<file path="src/rtl/mem_rr_arbiter_if.sv">
// ----------------------------------------------------------------------------
// mem_rr_arbiter_if
//   Bundles every signal between mem_rr_arbiter, its requesters and the shared
//   single-port memory. Clock and reset are plain module ports, not part of
//   the bundle.
//
//   Requester side (packed, requester k in slice k):
//     req_valid  N_REQ             request valid, held until req_ready
//     req_wr_rd  N_REQ             1=write, 0=read
//     req_addr   N_REQ*ADDR_WIDTH  word address
//     req_wdata  N_REQ*WIDTH       write data
//     req_ready  N_REQ             one-hot accept pulse
//     rsp_valid  N_REQ             one-hot completion pulse
//     rsp_err    1                 1=memory timed out
//     rsp_rdata  WIDTH             read data (0 for writes and errors)
//   Memory side:
//     mem_valid, mem_wr_rd, mem_addr, mem_wdata   command to memory
//     mem_ready, mem_rdata                        answer from memory
//
//   Modports:
//     master  - the arbiter's view
//     slave   - the requesters' and memory's view
// ----------------------------------------------------------------------------
interface mem_rr_arbiter_if #(
    parameter int unsigned N_REQ      = 2,
    parameter int unsigned WIDTH      = 16,
    parameter int unsigned ADDR_WIDTH = 9
);

    logic [N_REQ-1:0]            req_valid;
    logic [N_REQ-1:0]            req_wr_rd;
    logic [N_REQ*ADDR_WIDTH-1:0] req_addr;
    logic [N_REQ*WIDTH-1:0]      req_wdata;
    logic [N_REQ-1:0]            req_ready;

    logic [N_REQ-1:0]            rsp_valid;
    logic                        rsp_err;
    logic [WIDTH-1:0]            rsp_rdata;

    logic                        mem_valid;
    logic                        mem_wr_rd;
    logic [ADDR_WIDTH-1:0]       mem_addr;
    logic [WIDTH-1:0]            mem_wdata;
    logic                        mem_ready;
    logic [WIDTH-1:0]            mem_rdata;

    modport master (
        input  req_valid,
        input  req_wr_rd,
        input  req_addr,
        input  req_wdata,
        output req_ready,
        output rsp_valid,
        output rsp_err,
        output rsp_rdata,
        output mem_valid,
        output mem_wr_rd,
        output mem_addr,
        output mem_wdata,
        input  mem_ready,
        input  mem_rdata
    );

    modport slave (
        output req_valid,
        output req_wr_rd,
        output req_addr,
        output req_wdata,
        input  req_ready,
        input  rsp_valid,
        input  rsp_err,
        input  rsp_rdata,
        input  mem_valid,
        input  mem_wr_rd,
        input  mem_addr,
        input  mem_wdata,
        output mem_ready,
        output mem_rdata
    );

endinterface

</file>
<file path="src/rtl/mem_rr_arbiter.sv">
// ----------------------------------------------------------------------------
// mem_rr_arbiter
//   Round-robin arbiter sharing one single-port WIDTH x DEPTH memory between
//   N_REQ requesters. One request is accepted at a time: its command is
//   latched, presented to the memory with a one-cycle valid, and the arbiter
//   then waits for the memory ready. The granted requester receives a
//   one-cycle response pulse carrying read data, or an error flag if the
//   memory stays silent for TIMEOUT cycles.
//
//   Ports:
//     clk_i  clock, all state on the rising edge
//     rst_i  asynchronous, active-high reset
//     bus    mem_rr_arbiter_if.master (requester and memory signals)
//
//   Timing for a memory that answers in the cycle after valid:
//     cycle 0  IDLE   req_ready pulse, command latched at the edge
//     cycle 1  ISSUE  mem_valid high
//     cycle 2  WAIT   mem_ready seen
//     cycle 3  IDLE   rsp_valid pulse; a new request may be accepted here
// ----------------------------------------------------------------------------
module mem_rr_arbiter #(
    parameter int unsigned N_REQ      = 2,
    parameter int unsigned WIDTH      = 16,
    parameter int unsigned DEPTH      = 512,
    parameter int unsigned ADDR_WIDTH = $clog2(DEPTH),
    parameter int unsigned TIMEOUT    = 15
) (
    input  logic              clk_i,
    input  logic              rst_i,
    mem_rr_arbiter_if.master  bus
);

    // Grant index width and timeout counter width (counter never exceeds TIMEOUT-1).
    localparam int unsigned GW = (N_REQ > 1) ? $clog2(N_REQ) : 1;
    localparam int unsigned CW = (TIMEOUT > 1) ? $clog2(TIMEOUT) : 1;

    typedef enum logic [1:0] {
        StIdle,
        StIssue,
        StWait
    } state_e;

    state_e                state_q, state_d;
    logic [GW-1:0]         last_gnt_q, last_gnt_d;
    logic [CW-1:0]         cnt_q, cnt_d;

    logic                  cmd_wr_q, cmd_wr_d;
    logic [ADDR_WIDTH-1:0] cmd_addr_q, cmd_addr_d;
    logic [WIDTH-1:0]      cmd_wdata_q, cmd_wdata_d;

    logic [N_REQ-1:0]      rsp_valid_q, rsp_valid_d;
    logic                  rsp_err_q, rsp_err_d;
    logic [WIDTH-1:0]      rsp_rdata_q, rsp_rdata_d;

    logic                  gnt_found;
    logic [GW-1:0]         gnt_idx;

    // ------------------------------------------------------------------------
    // Round-robin pick: scan last_gnt+1, last_gnt+2, ... wrapping at N_REQ.
    // The last candidate examined is last_gnt itself, so a lone requester
    // can be granted back to back.
    // ------------------------------------------------------------------------
    always_comb begin
        int unsigned idx;
        logic [GW-1:0] cand;
        gnt_found = 1'b0;
        gnt_idx   = '0;
        idx       = 0;
        cand      = '0;
        for (int unsigned i = 1; i <= N_REQ; i++) begin
            idx  = (32'(last_gnt_q) + i) % N_REQ;
            cand = GW'(idx);
            if (!gnt_found && bus.req_valid[cand]) begin
                gnt_found = 1'b1;
                gnt_idx   = cand;
            end
        end
    end

    // Accept pulse exists only while idle.
    always_comb begin
        bus.req_ready = '0;
        if (state_q == StIdle && gnt_found) begin
            bus.req_ready[gnt_idx] = 1'b1;
        end
    end

    // ------------------------------------------------------------------------
    // Next-state logic
    // ------------------------------------------------------------------------
    always_comb begin
        state_d     = state_q;
        last_gnt_d  = last_gnt_q;
        cnt_d       = cnt_q;
        cmd_wr_d    = cmd_wr_q;
        cmd_addr_d  = cmd_addr_q;
        cmd_wdata_d = cmd_wdata_q;
        rsp_valid_d = '0;
        rsp_err_d   = rsp_err_q;
        rsp_rdata_d = rsp_rdata_q;

        unique case (state_q)
            StIdle: begin
                if (gnt_found) begin
                    cmd_wr_d    = bus.req_wr_rd[gnt_idx];
                    cmd_addr_d  = bus.req_addr[gnt_idx*ADDR_WIDTH +: ADDR_WIDTH];
                    cmd_wdata_d = bus.req_wdata[gnt_idx*WIDTH +: WIDTH];
                    last_gnt_d  = gnt_idx;
                    state_d     = StIssue;
                end
            end

            StIssue: begin
                cnt_d   = '0;
                state_d = StWait;
            end

            StWait: begin
                if (bus.mem_ready) begin
                    rsp_valid_d[last_gnt_q] = 1'b1;
                    rsp_err_d               = 1'b0;
                    rsp_rdata_d             = cmd_wr_q ? '0 : bus.mem_rdata;
                    state_d                 = StIdle;
                end else if (cnt_q == CW'(TIMEOUT - 1)) begin
                    rsp_valid_d[last_gnt_q] = 1'b1;
                    rsp_err_d               = 1'b1;
                    rsp_rdata_d             = '0;
                    state_d                 = StIdle;
                end else begin
                    cnt_d = cnt_q + 1'b1;
                end
            end

            default: begin
                state_d = StIdle;
            end
        endcase
    end

    // ------------------------------------------------------------------------
    // State registers
    // ------------------------------------------------------------------------
    always_ff @(posedge clk_i or posedge rst_i) begin
        if (rst_i) begin
            state_q     <= StIdle;
            last_gnt_q  <= GW'(N_REQ - 1);
            cnt_q       <= '0;
            cmd_wr_q    <= 1'b0;
            cmd_addr_q  <= '0;
            cmd_wdata_q <= '0;
            rsp_valid_q <= '0;
            rsp_err_q   <= 1'b0;
            rsp_rdata_q <= '0;
        end else begin
            state_q     <= state_d;
            last_gnt_q  <= last_gnt_d;
            cnt_q       <= cnt_d;
            cmd_wr_q    <= cmd_wr_d;
            cmd_addr_q  <= cmd_addr_d;
            cmd_wdata_q <= cmd_wdata_d;
            rsp_valid_q <= rsp_valid_d;
            rsp_err_q   <= rsp_err_d;
            rsp_rdata_q <= rsp_rdata_d;
        end
    end

    // ------------------------------------------------------------------------
    // Outputs. mem_valid is decoded from state so an asynchronous reset
    // removes it immediately; the command fields hold in every state.
    // ------------------------------------------------------------------------
    always_comb begin
        bus.mem_valid = (state_q == StIssue);
        bus.mem_wr_rd = cmd_wr_q;
        bus.mem_addr  = cmd_addr_q;
        bus.mem_wdata = cmd_wdata_q;
        bus.rsp_valid = rsp_valid_q;
        bus.rsp_err   = rsp_err_q;
        bus.rsp_rdata = rsp_rdata_q;
    end

    // ------------------------------------------------------------------------
    // Protocol properties
    // ------------------------------------------------------------------------
    a_ready_onehot: assert property (@(posedge clk_i) disable iff (rst_i)
        $onehot0(bus.req_ready));

    a_rsp_onehot: assert property (@(posedge clk_i) disable iff (rst_i)
        $onehot0(bus.rsp_valid));

    a_mem_valid_pulse: assert property (@(posedge clk_i) disable iff (rst_i)
        bus.mem_valid |=> !bus.mem_valid);

endmodule

</file>
<file path="src/flat_wrapper.sv">
// flat-port wrapper written by rule: the top's interface ports become plain ports
module mem_rr_arbiter_flat 
#(
    parameter int unsigned N_REQ      = 2,
    parameter int unsigned WIDTH      = 16,
    parameter int unsigned DEPTH      = 512,
    parameter int unsigned ADDR_WIDTH = $clog2(DEPTH),
    parameter int unsigned TIMEOUT    = 15
)
  (clk_i, rst_i, bus_req_valid, bus_req_wr_rd, bus_req_addr, bus_req_wdata, bus_req_ready, bus_rsp_valid, bus_rsp_err, bus_rsp_rdata, bus_mem_valid, bus_mem_wr_rd, bus_mem_addr, bus_mem_wdata, bus_mem_ready, bus_mem_rdata);
  mem_rr_arbiter_if #(.N_REQ(N_REQ), .WIDTH(WIDTH), .ADDR_WIDTH(ADDR_WIDTH)) bus_i ();
  input  logic clk_i;
  input  logic rst_i;
  input wire logic [$bits(bus_i.req_valid)-1:0] bus_req_valid;
  input wire logic [$bits(bus_i.req_wr_rd)-1:0] bus_req_wr_rd;
  input wire logic [$bits(bus_i.req_addr)-1:0] bus_req_addr;
  input wire logic [$bits(bus_i.req_wdata)-1:0] bus_req_wdata;
  output wire logic [$bits(bus_i.req_ready)-1:0] bus_req_ready;
  output wire logic [$bits(bus_i.rsp_valid)-1:0] bus_rsp_valid;
  output wire logic [$bits(bus_i.rsp_err)-1:0] bus_rsp_err;
  output wire logic [$bits(bus_i.rsp_rdata)-1:0] bus_rsp_rdata;
  output wire logic [$bits(bus_i.mem_valid)-1:0] bus_mem_valid;
  output wire logic [$bits(bus_i.mem_wr_rd)-1:0] bus_mem_wr_rd;
  output wire logic [$bits(bus_i.mem_addr)-1:0] bus_mem_addr;
  output wire logic [$bits(bus_i.mem_wdata)-1:0] bus_mem_wdata;
  input wire logic [$bits(bus_i.mem_ready)-1:0] bus_mem_ready;
  input wire logic [$bits(bus_i.mem_rdata)-1:0] bus_mem_rdata;
  assign bus_i.req_valid = bus_req_valid;
  assign bus_i.req_wr_rd = bus_req_wr_rd;
  assign bus_i.req_addr = bus_req_addr;
  assign bus_i.req_wdata = bus_req_wdata;
  assign bus_req_ready = bus_i.req_ready;
  assign bus_rsp_valid = bus_i.rsp_valid;
  assign bus_rsp_err = bus_i.rsp_err;
  assign bus_rsp_rdata = bus_i.rsp_rdata;
  assign bus_mem_valid = bus_i.mem_valid;
  assign bus_mem_wr_rd = bus_i.mem_wr_rd;
  assign bus_mem_addr = bus_i.mem_addr;
  assign bus_mem_wdata = bus_i.mem_wdata;
  assign bus_i.mem_ready = bus_mem_ready;
  assign bus_i.mem_rdata = bus_mem_rdata;
  mem_rr_arbiter #(.N_REQ(N_REQ), .WIDTH(WIDTH), .DEPTH(DEPTH), .ADDR_WIDTH(ADDR_WIDTH), .TIMEOUT(TIMEOUT)) u_core (.clk_i(clk_i), .rst_i(rst_i), .bus(bus_i));
endmodule
</file>
<file path="config.mk">
export PLATFORM = sky130hd
export DESIGN_NAME = mem_rr_arbiter_flat
export DESIGN_NICKNAME = d
export VERILOG_FILES = /design/src/rtl/mem_rr_arbiter_if.sv /design/src/rtl/mem_rr_arbiter.sv /design/src/flat_wrapper.sv
export SDC_FILE = /design/constraint.sdc
export NUM_CORES = 1
export LEC_CHECK = 0
export ABC_AREA = 1
export BUFFER_PORTS_ARGS = -buffer_cell sky130_fd_sc_hd__buf_4
export CORE_MARGIN = 1.5
export CORE_UTILIZATION = 40
export CTS_CLUSTER_SIZE = 28
export DETAILED_ROUTE_END_ITERATION = 7
export PLACE_DENSITY = 0.84
export SETUP_SLACK_MARGIN = 0.2
export SYNTH_ARGS = -nofsm -noshare
export SYNTH_HDL_FRONTEND = slang
export SYNTH_SLANG_ARGS = --single-unit
</file>
<file path="constraint.sdc">
create_clock -name clk_i -period 1.8 [get_ports clk_i]
set_clock_uncertainty 0.2 [all_clocks]
set_input_delay 0.36 -clock clk_i [delete_from_list [all_inputs] [get_ports clk_i]]
set_output_delay 0.36 -clock clk_i [all_outputs]
set_load 0.02 [all_outputs]
</file>
# ---- Word-level counts from Yosys, hierarchy flattened
# Cells that the tools add are included.
dict set report word_totals {
  register_bits 52
  input_bits 73
}
dict set report classes {
  mux 30
  reduce_logical 12
  n_lt_le_gt_ge 6
  mul 1
  n_eq_ne 7
  add_sub_neg 3
  shifts 2
}
# cell count
set ops {}
lappend ops {{$mux W16} 3}
lappend ops {{$shiftx A32 B6 Y16} 1}
lappend ops {{$shiftx A18 B6 Y9} 1}
lappend ops {{$mux W1} 14}
lappend ops {{$mux W2} 7}
lappend ops {{$lt A1 B2 Y1 const B} 4}
lappend ops {{$mux W4} 2}
lappend ops {{$pmux W4 S2} 1}
lappend ops {{$pmux W2 S3} 1}
lappend ops {{$reduce_and A2 Y1} 3}
lappend ops {{$mul A1 B4 Y5 const B} 1}
lappend ops {{$add A4 B1 Y4 const B} 1}
lappend ops {{$eq A4 B4 Y1 const B} 1}
lappend ops {{$logic_and A1 B1 Y1} 4}
lappend ops {{$ne A2 B2 Y1 const B} 2}
lappend ops {{$reduce_bool A2 Y1} 2}
lappend ops {{$ne A3 B2 Y1 const B} 1}
lappend ops {{$reduce_and A3 Y1} 1}
lappend ops {{$add A1 B1 Y1 const B} 2}
lappend ops {{$demux W1 S1} 2}
lappend ops {{$eq A2 B1 Y1 const B} 1}
lappend ops {{$eq A2 B2 Y1 const B} 1}
lappend ops {{$ge A1 B1 Y1 const B} 2}
lappend ops {{$logic_not A2 Y1} 1}
lappend ops {{2 further kinds} 2}

# ---- Logic depth before layout (Yosys ltp)
dict set report logic_depth {
  ltp_word 12
  depth_mapped 8
  depth_no_buf 7
}

# ---- Least setup slack after synthesis
# OpenSTA, ideal clock, no wires.
dict set report synth_path {
  kind {reg2out}
  from {register u_core.last_gnt_q}
  to {output port bus_req_ready[0]}
  n_path_buf 1
  stages_incl_launch_ff 6
  setup_slack_ns 0.147
  arrival_time_ns 1.093
  cell_sequence {dfstp_2 -> nand2_1 -> nand2_1 -> inv_1 -> nor2_8 -> buf_8}
}
dict set report synth_via {
  elab_chain_len 12
  word_cells_on_any_way 19
}
# item line_no
set synth_rtl {}
lappend synth_rtl {{start, declared} mem_rr_arbiter.sv:44} ;# logic [GW-1:0] last_gnt_q, last_gnt_d;
lappend synth_rtl {{start signal, assigned} mem_rr_arbiter.sv:146} ;# last_gnt_q <= GW'(N_REQ - 1);
lappend synth_rtl {{start signal, assigned} mem_rr_arbiter.sv:156} ;# last_gnt_q <= last_gnt_d;
lappend synth_rtl {{$add A1 B1 Y1} mem_rr_arbiter.sv:71} ;# idx = (32'(last_gnt_q) + i) % N_REQ;
lappend synth_rtl {{$mux W1 (implied by the code) (2 in a row)} mem_rr_arbiter.sv:73} ;# if (!gnt_found && bus.req_valid[cand]) begin
lappend synth_rtl {{$mux W1} mem_rr_arbiter.sv:73}
lappend synth_rtl {{$logic_not A1 Y1} mem_rr_arbiter.sv:73}
lappend synth_rtl {{$logic_and A1 B1 Y1} mem_rr_arbiter.sv:73}
lappend synth_rtl {{$mux W1} mem_rr_arbiter.sv:73}
lappend synth_rtl {{$lt A1 B2 Y1 (implied by the code) / $ge A1 B1 Y1 (equally long branches)} mem_rr_arbiter.sv:84} ;# bus.req_ready[gnt_idx] = 1'b1;
lappend synth_rtl {{$logic_and A1 B1 Y1 (implied by the code)} mem_rr_arbiter.sv:84}
lappend synth_rtl {{$mux W1 (implied by the code)} mem_rr_arbiter.sv:84}
lappend synth_rtl {{$demux W1 S1} n/a}
lappend synth_rtl {{$mux W2 *} mem_rr_arbiter.sv:83} ;# if (state_q == StIdle && gnt_found) begin
lappend synth_rtl {{end, declared} flat_wrapper.sv:18} ;# output wire logic [$bits(bus_i.req_ready)-1:0] bus_req_ready;
# Every way passes the cells marked *; elsewhere a longest branch is shown, timed or not. The select of a mux whose other input is x is not followed.

# ---- Final worst setup path
dict set report layout_path {
  from {register u_core.state_q[1]}
  to {output port bus_req_ready[0]}
}
dict set report layout_via {
  elab_chain_len 3
}
# item line_no
set layout_rtl {}
lappend layout_rtl {{start, declared} mem_rr_arbiter.sv:43} ;# state_e state_q, state_d;
lappend layout_rtl {{start signal, assigned} mem_rr_arbiter.sv:145} ;# state_q <= StIdle;
lappend layout_rtl {{start signal, assigned} mem_rr_arbiter.sv:155} ;# state_q <= state_d;
lappend layout_rtl {{$logic_not A2 Y1} mem_rr_arbiter.sv:83}
lappend layout_rtl {{$logic_and A1 B1 Y1} mem_rr_arbiter.sv:83}
lappend layout_rtl {{$mux W2} mem_rr_arbiter.sv:83}
# No other way between the ends.

==> out/qor.yml <==
status: "complete, but fails checks"
failed_checks: "negative setup slack"
syn_nets: 341
antenna_found_initial: 0
first_pass_iters: 4
grt_pass1_wl_um: 10100
worstPathArrival_ns: 1.31
yosysTopAreaCell: "dfrtp_1"
cp_max_fo: 3
ios: 121
cts_tree: "yes"
gp_congestion: 0.798
slew_viol_final: 0
via_per_inst: 4.79
timing.fmax_mhz: 534
grt.busiest_layer: "met2"
grtUsageMet1_pct: 25.0
port_buffers: 120
root_buffer: "clkbuf_8"
die_area_um2: 6200
yosysSeqAreaShare_pct: 56.8
synth.area.top_cells: "dfrtp_1 56%, nand2_1 20%, nand3_1 10%"
power_frac_clock_pct: 12.9
setup_viol: 2
internal_power_mw: 3.60
ant_nets: 0
hold_violations: 0
post-dp-hpwl_um: 4560
grt_max_degree: 25
clk_path_buf_depth: 2
ys.warnings.count: 0
use_met2_pct: 36.6
post_route_cells_drive_above_1_share_pct: 44.6
coreArea_um2: 5510
drtIter0Drc: 141
fin_nets: 484
path_clk_slew_ns: 0.10
power_frac_comb_pct: 54.0
start_util_pct: 41.6
worstSetupEndpointType: "output port"
switchingPower_mw: 2.49
antennaDiodeCount: 0
cap_violations: 0
first_global_vias: 2297
rows: 27
track_usage_pct: 20.8
dp_worst_setup_slack_ns: 0.124
synth.avg_cell_area_um2: 8.62
slew_headroom_pct: 66.2
synth_top_area_share_pct: 55.6
dieWidth_um: 78.7
finalSetupTns_ns: -0.0987
p_per_area_nw_per_um2: 1640
fin_ws_ns: -0.0729
path_class: "register to output port"
hp-class: "input port to register"
areaGrowthSynthToFinish_pct: 62.0
grt_use_met3_pct: 5.98
avgRoutedWirePerCell_um: 13.7
insertion_delay_ns: 0.30
cts_buffers: 5
start_kind: "register"
final_area_um2: 3710
hold_ws_ns: 0.0574
synth_seq_cells: 52
critPathRequiredTime_ns: 1.24
cts_sinks: 52
dieHeight_um: 78.7
synthCells: 266
rsz0062_at_grt: "true"
wirelength_um: 6600
drc_errors: 0
worst_pin_slew_ns: 0.506
via_count: 2310
cts-htree-levels: 2
grt_overflow: 0
min_period_ns: 1.87
final_util_pct: 67.5
post-route-period-util_pct: 104
synth_cell_types: 21
ir_drop_mv: 0.718
syn_area_um2: 2290
switching_share_pct: 40.9
place_area_um2: 3280
p_leak_nw: 2.00
power.share.sequential_pct: 33.2
repair_timing:
item	CTS	global route
setup endpoints to repair	20	53
resized for setup	11	24
gates cloned	0	3
hold buffers	1	0
setup buffers	3	11
endpoints found under the hold margin	17	0
pin swaps	4	13
cells in the final DEF, fill, tap and decap left out:
cell type / instances
buf_12: 5
buf_4: 130
buf_6: 8
bufinv_16: 1
clkbuf_1: 1
clkbuf_16: 3
clkbuf_8: 5
clkinv_2: 1
clkinvlp_4: 1
dfrtp_1: 50
dfrtp_2: 1
dfstp_2: 1
dlygate4sd3_1: 1
ha_1: 2
inv_1: 6
inv_2: 4
nand2_1: 112
nand2_2: 11
nand2_4: 2
nand3_1: 45
nand3_2: 4
nand4_1: 1
nor2_1: 5
nor2_2: 2
nor2_4: 2
nor2_8: 1
o21ai_0: 2
o21ai_2: 1
o21bai_1: 1
xnor2_1: 1
power groups by stage:
stage          logic [mW]  registers, mW  clock network, mW
2_1_floorplan        1.11           2.57                  0
3_3_place_gp         2.77           2.02                  0
3_5_place_dp         2.84           2.03                  0
4_1_cts              2.94           2.02              0.799
5_1_grt              3.56           2.08              0.853
6_report             3.29           2.02              0.784
state kept, by name, indices dropped and copies added, names as in the netlist:
register,cells
u_core.bus.mem_wr_rd,1
u_core.bus.mem_addr,9
u_core.bus.rsp_valid,2
u_core.cnt_q,4
u_core.bus.rsp_err,1
u_core.bus.rsp_rdata,16
u_core.last_gnt_q,1
u_core.bus.mem_wdata,16
u_core.state_q,2
area by class of cell:
cell class / count / area [µm²]
Clock buffer: 6 / 72.6
Multi-Input combinational cell: 192 / 917
Tap cell: 72 / 90.1
Fill cell: 464 / 1790
Timing Repair Buffer: 147 / 1250
Clock inverter: 2 / 35.0
Inverter: 11 / 45.0
Sequential cell: 52 / 1300
final timing paths:
check                                                    start                                  end  slack (ns)  cells past startpoint
min in group asynchronous                                rst_i        u_core.state_q[1]$_DFFE_PP0P_        0.43                      3
max reg2reg                      u_core.last_gnt_q$_DFFE_PP1N_   u_core.bus.mem_addr[4]$_DFFE_PP0N_        0.11                      9
max in group asynchronous                                rst_i          u_core.cnt_q[0]$_DFFE_PP0P_        0.47                      4
min reg2reg                u_core.bus.rsp_rdata[3]$_DFFE_PP0P_  u_core.bus.rsp_rdata[3]$_DFFE_PP0P_        0.29                      2
max                              u_core.state_q[1]$_DFFE_PP0P_                     bus_req_ready[0]       -0.07                      5
min                                           bus_req_wdata[5]  u_core.bus.mem_wdata[5]$_DFFE_PP0N_        0.06                      3
Yosys cell counts:
library cell	n
nand2_1	125
buf_6	2
o21ai_2	1
dfrtp_1	51
clkbuf_1	2
dfstp_2	1
buf_4	2
nand3_2	1
nand3_1	48
nor2_2	2
ha_1	2
o21bai_1	1
o21ai_0	2
buf_2	3
buf_8	2
nor2_8	1
inv_1	11
xnor2_1	1
nor2_1	5
nor2_4	2
nand4_1	1
layer usage:
| layer | share of wire, % | vias up |
|---|---|---|
| li1 | - | 1121 |
| met1 | 41 | 1099 |
| met2 | 51 | 82 |
| met3 | 6.3 | 8 |
| met4 | 0.98 | 0 |
| met5 | 0 | - |
metrics by stage:
| stage | power, mW | std cells |
|---|---|---|
| 2_1_floorplan | 3.68 | 266 |
| 3_3_place_gp | 4.78 | 456 |
| 3_5_place_dp | 4.87 | 456 |
| 4_1_cts | 5.76 | 468 |
| 5_1_grt | 6.49 | 482 |
| 6_report | 6.10 | 482 |
worst max-delay path, cell delays in order (launching register included):
cell and delay [ns]:
dfrtp_1 0.41, nor2_2 0.14, o21ai_2 0.11, buf_6 0.14, nor2_8 0.09, buf_6 0.13
cell families (layout without fill, tap and decap cells):
logic type / count (synthesis) / after routing / synth area share [%]
flops: 52 / 52 / 56.8
xor+xnor: 1 / 1 / 0.382
compound gates: 4 / 4 / 1.15
simple gates: 185 / 185 / 34.9
fa+ha+maj: 2 / 2 / 1.09
buf+inv: 22 / 166 / 5.73
Power figures use the tool's default switching activity.
